## src/rtl/instr_fetch_unit_if.sv

```systemverilog
// Bundle of the instruction-memory request/response and decode hand-off signals
// for the fetch unit; master is the fetch unit's own view.
interface instr_fetch_unit_if #(
   parameter int ADDR_W  = 64,
   parameter int INSTR_W = 32
);
   logic               ImemReqValid;
   logic               ImemReqReady;
   logic [ADDR_W-1:0]  ImemReqAddr;
   logic               ImemRspValid;
   logic [INSTR_W-1:0] ImemRspData;
   logic               RedirectValid;
   logic [ADDR_W-1:0]  RedirectPC;
   logic               FetchValid;
   logic               FetchReady;
   logic [INSTR_W-1:0] FetchInstr;
   logic [ADDR_W-1:0]  FetchPC;

   modport master (
      output ImemReqValid, ImemReqAddr, FetchValid, FetchInstr, FetchPC,
      input  ImemReqReady, ImemRspValid, ImemRspData, RedirectValid, RedirectPC, FetchReady
   );

   modport slave (
      input  ImemReqValid, ImemReqAddr, FetchValid, FetchInstr, FetchPC,
      output ImemReqReady, ImemRspValid, ImemRspData, RedirectValid, RedirectPC, FetchReady
   );
endinterface

```

## src/rtl/instr_fetch_unit.sv

```systemverilog
// Instruction fetch: issues in-order word fetches at the fetch PC, buffers returned
// instructions with their PCs, and drops stale responses after a branch redirect.
module instr_fetch_unit #(
   parameter int                ADDR_W     = 64,
   parameter int                INSTR_W    = 32,
   parameter logic [ADDR_W-1:0] RESET_PC   = '0,
   parameter int                FIFO_DEPTH = 2
) (
   input  logic CLK,
   input  logic Reset_n,
   instr_fetch_unit_if.master bus
);
   localparam int CW = $clog2(FIFO_DEPTH + 1);
   localparam int PW = (FIFO_DEPTH > 1) ? $clog2(FIFO_DEPTH) : 1;

   logic [ADDR_W-1:0]  fpc_q, fpc_d, rpc_q, rpc_d;
   logic [CW-1:0]      out_q, out_d, drop_q, drop_d, cnt_q, cnt_d;
   logic [PW-1:0]      rd_q, rd_d, wr_q, wr_d;
   logic [ADDR_W-1:0]  pc_mem_q  [FIFO_DEPTH];
   logic [INSTR_W-1:0] ins_mem_q [FIFO_DEPTH];

   logic credit_ok, req_valid, req_fire, rsp_ok, fetch_valid, push, pop;

   function automatic logic [PW-1:0] ptr_inc(input logic [PW-1:0] p);
      return (p == PW'(FIFO_DEPTH - 1)) ? '0 : p + PW'(1);
   endfunction

   // Credit counts only registered occupancy, so a same-cycle pop frees nothing.
   assign credit_ok   = ({1'b0, out_q} + {1'b0, cnt_q}) < (CW + 1)'(FIFO_DEPTH);
   assign req_valid   = Reset_n && !bus.RedirectValid && credit_ok;
   assign req_fire    = req_valid && bus.ImemReqReady;
   assign rsp_ok      = bus.ImemRspValid && (out_q != '0);
   assign fetch_valid = (cnt_q != '0) && !bus.RedirectValid;

   always_comb begin
      fpc_d  = fpc_q;
      rpc_d  = rpc_q;
      out_d  = out_q;
      drop_d = drop_q;
      cnt_d  = cnt_q;
      rd_d   = rd_q;
      wr_d   = wr_q;
      push   = 1'b0;
      pop    = 1'b0;
      if (bus.RedirectValid) begin
         // Every request still in flight belongs to the old path.
         fpc_d  = bus.RedirectPC;
         rpc_d  = bus.RedirectPC;
         out_d  = out_q - CW'(rsp_ok);
         drop_d = out_q - CW'(rsp_ok);
         cnt_d  = '0;
         rd_d   = '0;
         wr_d   = '0;
      end else begin
         if (req_fire) fpc_d = fpc_q + ADDR_W'(1);
         out_d = out_q + CW'(req_fire) - CW'(rsp_ok);
         if (rsp_ok) begin
            if (drop_q != '0) begin
               drop_d = drop_q - CW'(1);
            end else begin
               push  = 1'b1;
               rpc_d = rpc_q + ADDR_W'(1);
            end
         end
         pop = fetch_valid && bus.FetchReady;
         if (push) wr_d = ptr_inc(wr_q);
         if (pop)  rd_d = ptr_inc(rd_q);
         cnt_d = cnt_q + CW'(push) - CW'(pop);
      end
   end

   always_ff @(posedge CLK or negedge Reset_n) begin
      if (!Reset_n) begin
         fpc_q  <= RESET_PC;
         rpc_q  <= RESET_PC;
         out_q  <= '0;
         drop_q <= '0;
         cnt_q  <= '0;
         rd_q   <= '0;
         wr_q   <= '0;
      end else begin
         fpc_q  <= fpc_d;
         rpc_q  <= rpc_d;
         out_q  <= out_d;
         drop_q <= drop_d;
         cnt_q  <= cnt_d;
         rd_q   <= rd_d;
         wr_q   <= wr_d;
      end
   end

   always_ff @(posedge CLK) begin
      if (push) begin
         pc_mem_q[wr_q]  <= rpc_q;
         ins_mem_q[wr_q] <= bus.ImemRspData;
      end
   end

   assign bus.ImemReqValid = req_valid;
   assign bus.ImemReqAddr  = fpc_q;
   assign bus.FetchValid   = fetch_valid;
   assign bus.FetchInstr   = (cnt_q != '0) ? ins_mem_q[rd_q] : '0;
   assign bus.FetchPC      = (cnt_q != '0) ? pc_mem_q[rd_q]  : '0;

`ifndef SYNTHESIS
   a_rsp_has_request: assert property (@(posedge CLK) disable iff (!Reset_n)
      bus.ImemRspValid |-> (out_q != '0))
      else $error("instruction response with no outstanding request");
`endif
endmodule

```

## src/flat_wrapper.sv

```systemverilog
// flat-port wrapper written by rule: the top's interface ports become plain ports
module instr_fetch_unit_flat 
#(
   parameter int                ADDR_W     = 64,
   parameter int                INSTR_W    = 32,
   parameter logic [ADDR_W-1:0] RESET_PC   = '0,
   parameter int                FIFO_DEPTH = 2
)
  (CLK, Reset_n, bus_ImemReqValid, bus_ImemReqAddr, bus_FetchValid, bus_FetchInstr, bus_FetchPC, bus_ImemReqReady, bus_ImemRspValid, bus_ImemRspData, bus_RedirectValid, bus_RedirectPC, bus_FetchReady);
  instr_fetch_unit_if #(.ADDR_W(ADDR_W), .INSTR_W(INSTR_W)) bus_i ();
  input  logic CLK;
  input  logic Reset_n;
  output wire logic [$bits(bus_i.ImemReqValid)-1:0] bus_ImemReqValid;
  output wire logic [$bits(bus_i.ImemReqAddr)-1:0] bus_ImemReqAddr;
  output wire logic [$bits(bus_i.FetchValid)-1:0] bus_FetchValid;
  output wire logic [$bits(bus_i.FetchInstr)-1:0] bus_FetchInstr;
  output wire logic [$bits(bus_i.FetchPC)-1:0] bus_FetchPC;
  input wire logic [$bits(bus_i.ImemReqReady)-1:0] bus_ImemReqReady;
  input wire logic [$bits(bus_i.ImemRspValid)-1:0] bus_ImemRspValid;
  input wire logic [$bits(bus_i.ImemRspData)-1:0] bus_ImemRspData;
  input wire logic [$bits(bus_i.RedirectValid)-1:0] bus_RedirectValid;
  input wire logic [$bits(bus_i.RedirectPC)-1:0] bus_RedirectPC;
  input wire logic [$bits(bus_i.FetchReady)-1:0] bus_FetchReady;
  assign bus_ImemReqValid = bus_i.ImemReqValid;
  assign bus_ImemReqAddr = bus_i.ImemReqAddr;
  assign bus_FetchValid = bus_i.FetchValid;
  assign bus_FetchInstr = bus_i.FetchInstr;
  assign bus_FetchPC = bus_i.FetchPC;
  assign bus_i.ImemReqReady = bus_ImemReqReady;
  assign bus_i.ImemRspValid = bus_ImemRspValid;
  assign bus_i.ImemRspData = bus_ImemRspData;
  assign bus_i.RedirectValid = bus_RedirectValid;
  assign bus_i.RedirectPC = bus_RedirectPC;
  assign bus_i.FetchReady = bus_FetchReady;
  instr_fetch_unit #(.ADDR_W(ADDR_W), .INSTR_W(INSTR_W), .RESET_PC(RESET_PC), .FIFO_DEPTH(FIFO_DEPTH)) u_core (.CLK(CLK), .Reset_n(Reset_n), .bus(bus_i));
endmodule
```

## config.mk

```make
export PLATFORM = sky130hd
export DESIGN_NAME = instr_fetch_unit_flat
export DESIGN_NICKNAME = d
export VERILOG_FILES = /design/src/rtl/instr_fetch_unit_if.sv /design/src/rtl/instr_fetch_unit.sv /design/src/flat_wrapper.sv
export SDC_FILE = /design/constraint.sdc
export NUM_CORES = 1
export LEC_CHECK = 0
export ABC_AREA = 1
export BUFFER_PORTS_ARGS = -buffer_cell sky130_fd_sc_hd__buf_2
export CELL_PAD_IN_SITES_DETAIL_PLACEMENT = 0
export CELL_PAD_IN_SITES_GLOBAL_PLACEMENT = 1
export CORE_UTILIZATION = 43
export CTS_CLUSTER_SIZE = 8
export DETAILED_ROUTE_END_ITERATION = 8
export PLACE_DENSITY = 0.79
export SYNTH_ARGS = -nofsm -noshare
export SYNTH_HDL_FRONTEND = slang
export SYNTH_SLANG_ARGS = --single-unit
```

## constraint.sdc

```tcl
create_clock -name CLK -period 6.2 [get_ports CLK]
set_input_delay 1.24 -clock CLK [delete_from_list [all_inputs] [get_ports CLK]]
set_output_delay 1.24 -clock CLK [all_outputs]
set_load 0.03 [all_outputs]
```

# After elaboration in Yosys (flattened, before gate mapping)
# Memory sizes are Yosys's and may differ from the RTL's.
# Cells that the tools add are included.
[word_totals] regBits=136 latchBits=0 inputBits=102 romBits=0 memories=2 mem_bits_rw=192 wordCells=63 output_inout_bits=162
[classes] eq_ne=1 n_bitwise=0 mul=0 n_shift=0 add_sub_neg=11 div=0 n_mux=24 n_lt_le_gt_ge=1 n_reduce_logical=17
[mem_list] name="u_core.pc_mem_q" words=2 width=64 read_ports=1 rd_ports_with_merged_regs=0 wr=1 line="instr_fetch_unit.sv:19" rtl="logic [ADDR_W-1:0] pc_mem_q [FIFO_DEPTH];"
[mem_list] name="u_core.ins_mem_q" words=2 width=32 read_ports=1 rd_ports_with_merged_regs=0 wr=1 line="instr_fetch_unit.sv:20" rtl="logic [INSTR_W-1:0] ins_mem_q [FIFO_DEPTH];"
[op_table] operator="$mux W64" n=6
[op_table] operator="$add A64 B1 Y64 const B" n=2
[op_table] operator="$mux W32" n=1
[op_table] operator="$reduce_bool A2 Y1" n=8
[op_table] operator="$mux W1" n=12
[op_table] operator="$mux W2" n=5
[op_table] operator="$logic_and A1 B1 Y1" n=6
[op_table] operator="$sub A2 B1 Y2" n=3
[op_table] operator="$add A2 B1 Y2" n=2
[op_table] operator="$reduce_and A2 Y1" n=2
[op_table] operator="$add A2 B2 Y3" n=1
[op_table] operator="$lt A3 B2 Y1 const B" n=1
[op_table] operator="$add A1 B1 Y1 const B" n=2
[op_table] operator="$ne A2 B2 Y1 const B" n=1
[op_table] operator="$sub A2 B1 Y2 const B" n=1
[op_table] operator="$logic_not A1 Y1" n=1

# Depth between registers and ports, before layout
[logic_depth] word_depth=7 ltp_mapped=13 mapped_depth_nobuf=13

# Worst setup path after synthesis
# Ideal clock, no wire load.
[synth_timing] kind="input -> register" from="in bus_ImemRspValid" to="mem u_core.ins_mem_q[1][0] (enable)" path_stages=6 setup_ns=0.551 t_required_ns=5.649 n_path_buf=1 arrival_ns=5.943 path_slack_ns=-0.294 path_cell_list="o21a_1 nand2_1 inv_2 nand2_2 buf_2 nor2_1"
[synth_via] elab_chain_len=6
[synth_lines] item="start: declaration" line="flat_wrapper.sv:19" rtl="input wire logic [$bits(bus_i.ImemRspValid)-1:0] bus_ImemRspValid;"
[synth_lines] item="$logic_and A1 B1 Y1" line="instr_fetch_unit.sv:32" rtl="assign rsp_ok = bus.ImemRspValid && (out_q != '0);"
[synth_lines] item="$mux W1" line="instr_fetch_unit.sv:57" rtl="if (rsp_ok) begin"
[synth_lines] item="$mux W1 (2 in a row)" line="instr_fetch_unit.sv:45" rtl="if (bus.RedirectValid) begin"
[synth_lines] item="$mux W1" line="instr_fetch_unit.sv:93" rtl="if (push) begin"
[synth_lines] item="$mux W1 (implied by the code)" line="instr_fetch_unit.sv:95" rtl="ins_mem_q[wr_q] <= bus.ImemRspData;"
[synth_lines] item="end: declaration" line="instr_fetch_unit.sv:20"
# No other way between the ends. The select of a mux whose other input is x is not followed.

# Worst setup path after layout
[layout_timing] from="reg u_core.rd_q" to="out bus_FetchInstr[2]"
[layout_via] elab_chain_len=2
[layout_lines] item="start: declaration" line="instr_fetch_unit.sv:18" rtl="logic [PW-1:0] rd_q, rd_d, wr_q, wr_d;"
[layout_lines] item="start signal: assignment" line="instr_fetch_unit.sv:87" rtl="rd_q <= rd_d;"
[layout_lines] item="$mem_v2 Z2 W32"
[layout_lines] item="$mux W32" line="instr_fetch_unit.sv:102" rtl="assign bus.FetchInstr = (cnt_q != '0) ? ins_mem_q[rd_q] : '0;"
[layout_lines] item="end: declaration" line="flat_wrapper.sv:16" rtl="output wire logic [$bits(bus_i.FetchInstr)-1:0] bus_FetchInstr;"
# No other way between the ends.

==> out/results.ini <==
[drt]
vias_per_cell = 5.30
drtIter0Drc = 1216
postRouteAntennaNets = 0
vias = 15200
drt-pass1-iter-count = 8
wirelength_um = 54800
drcViolationCount = 0
routedWlPerCell_um = 19.0

[global_route]
grt_pass1_vias = 14800
grt_usage_pct = 27.1
antenna_found_initial = 0
grt_start_max_net_pins = 99
grt_pass1_wl_um = 84600
overflow = 0

[placed_design]
portBuffers = 263
place_ws_ps = 2030
placed_cells = 2806
place_hpwl_um = 40300
gp_congestion = 0.972

[sta]
min_period_over_period_pct = 63.6
slew_viol_final = 0
setup_viol_count_final = 0
relSlewSlack_pct = 31.1
fmax_mhz = 254
skew_ps = 20.8
layout_min_cycle_time_ps = 3940
rsz0062_at_grt = false
hold_violations = 0
setup_tns_ps = 0
fin_ws_ps = 2260
tightest_slew_ps = 1030

[finish]
post-route-util_pct = 52.0
drive_above_1_share_pct = 16.7
fin_nets = 2446
insertedDiodeCount = 0
mostFrequentLayoutCells = nand2_1 (717), buf_2 (262), nor2_1 (211)
fin_cells = 2878
final_common_cell = nand2_1
syn2layout_area_growth_pct = 18.3

[yosys]
synth-compound-area-share_pct = 8.58
async_flop_share_pct = 41.5
syn_nets = 2186
synthMuxAreaShare_pct = 0
synth_xor_area_share_pct = 2.91
avgSynthCellArea_um2 = 8.26
seq_area_frac_synth_pct = 53.5
syn_area_um2 = 17100
yosys.area_share.adder_pct = 0.628
ys_seq_elements = 328
synthCells = 2076
synth_top_family_by_area = simple AND/OR/NAND/NOR gates
synth-edff-count = 192
synth_cell_types = 40
synth-simple-area-share_pct = 28.8
synth_ff_type = edfxtp_1
ys_warn_count = 0

[setup_path]
worstSetupPathType = reg2out
cp.required_ps = 4960
crit_fanout = 56
crit_chain = inv_2 -> buf_4 -> nand2_1 -> a21oi_1 -> buf_2
crit_slowest_cell = inv_2
crit_path_start_kind = flip-flop
slowest_delay_ps = 680
crit_arrival_ps = 2700
cp_num_buf_inv = 3
end_kind = primary output
path_delay_family = buffers and inverters

[floorplan]
io_pins = 264
dieArea_um2 = 40700
std_cell_rows = 72
die_w_um = 202
die_h_um = 202
core_um2 = 39000
start_util_pct = 44.0

[cts]
cts.clk_slew.worst_paths_ps = 50
h-tree-depth = 2
cts_sinks = 328
clockRootBuffer = clkbuf_16
post_cts_buffers = 0
ctsResizeCount = 0
worst_skew_pair.late_latency_ps = 560
cts_tree = done
cts_buffers = 46
hold_buffers = 0
clk_path_buf_depth = 3

[job]
cap_violations = 0

[run_status]
status = finished, final reports clean

[hold_path]
holdCritPathClass = reg2reg

[power]
finalPower_w = 0.00792
powerDensity_nw_per_um2 = 391
irDropWorstVdd_uv = 312
power.leakage_nw = 8.65

-- where the power goes --
part / total (W) / switching [W] / internal (W) / leakage, nW
logic: 0.00257 / 0.00189 / 0.000675 / 4.65
registers: 0.00307 / 0.000402 / 0.00267 / 3.38
clock network: 0.00228 / 0.000913 / 0.00137 / 0.620
-- per-stage QoR --
| stage | cell area (um^2) | hold WS [ps] |
|---|---|---|
| 2_1_floorplan | 17100 | 460 |
| 3_3_place_gp | 19000 | 513 |
| 3_5_place_dp | 19000 | 526 |
| 4_1_cts | 20300 | 539 |
| 5_1_grt | 20300 | 565 |
| 6_report | 20300 | 538 |
-- cell usage after synthesis (all sizes together), types with 2 or more instances --
master	count	area share [%]
nand3	123	3.6
dfrtp	136	20
nand3b	4	0.18
edfxtp	192	34
buf	28	0.77
nand4	30	1.1
o21ai	67	2.0
nor2	244	6.1
xnor2	9	0.46
a21oi	125	3.6
nor3	38	1.4
clkinv	2	0.044
o311ai	2	0.10
a31oi	2	0.073
inv	181	4.0
nand2	732	16
o211ai	34	1.5
ha	7	0.51
o221ai	6	0.31
clkbuf	38	0.84
xor2	48	2.5
o21bai	21	0.92
-- registers in the layout, indices dropped and copies added (netlist names) --
name,cells
u_core.bus.ImemReqAddr,64
u_core.cnt_q,2
u_core.ins_mem_q,64
u_core.drop_q,2
u_core.wr_q,1
u_core.rd_q,1
u_core.out_q,2
u_core.pc_mem_q,128
u_core.rpc_q,64
-- area by class of cell --
type / count / area [um^2]
Clock buffer: 69 / 1240
Clock inverter: 3 / 58.8
Fill cell: 3746 / 18700
Inverter: 183 / 687
Multi-Input combinational cell: 1499 / 7040
Sequential cell: 328 / 9170
Tap cell: 518 / 648
Timing Repair Buffer: 278 / 1440
-- path summary, 6_finish.rpt --
check	startpoint	endpoint	slack (ps)	cells past startpoint
max	u_core.rd_q	bus_FetchInstr[2]	2260	5
min reg2reg	u_core.drop_q[1]	u_core.drop_q[1]	540	2
min	u_core.drop_q[1]	u_core.drop_q[1]	540	2
min in group asynchronous	Reset_n	u_core.bus.ImemReqAddr[62]	600	1
max in group asynchronous	Reset_n	u_core.rd_q	4360	2
max reg2reg	u_core.cnt_q[0]	u_core.bus.ImemReqAddr[30]	2700	13
-- worst register-to-register path, stage by stage, from the launching register on --
cell and delay, ps:
dfrtp_1 420, nand2_1 80, inv_1 50, fa_1 450
inv_1 70, nand3_1 140, nor2_4 120, buf_4 450
nor2_2 50, buf_4 250, inv_1 610, buf_4 380
o21ai_0 130, o21bai_1 170
-- layer usage --
| metal | GRT usage, % | wire length [um] | vias up | part of all wire (%) |
|---|---|---|---|---|
| met5 | 0 | 0 | - | 0 |
| li1 | - | - | 7326 | - |
| met3 | 3.43 | 3450 | 113 | 6.3 |
| met4 | 10.1 | 2030 | 0 | 3.7 |
| met1 | 38.2 | 24500 | 7220 | 45 |
| met2 | 42.7 | 24800 | 583 | 45 |
-- cells by family after synthesis --
| kind of cell | after synthesis |
|---|---|
| AND/OR/NAND/NOR | 1175 |
| flip-flops | 328 |
| XOR/XNOR | 57 |
| AO/OA/AOI/OAI | 259 |
| buffers and inverters | 249 |
| adder cells (fa/ha/maj) | 8 |
(Power assumes the default switching activity.)
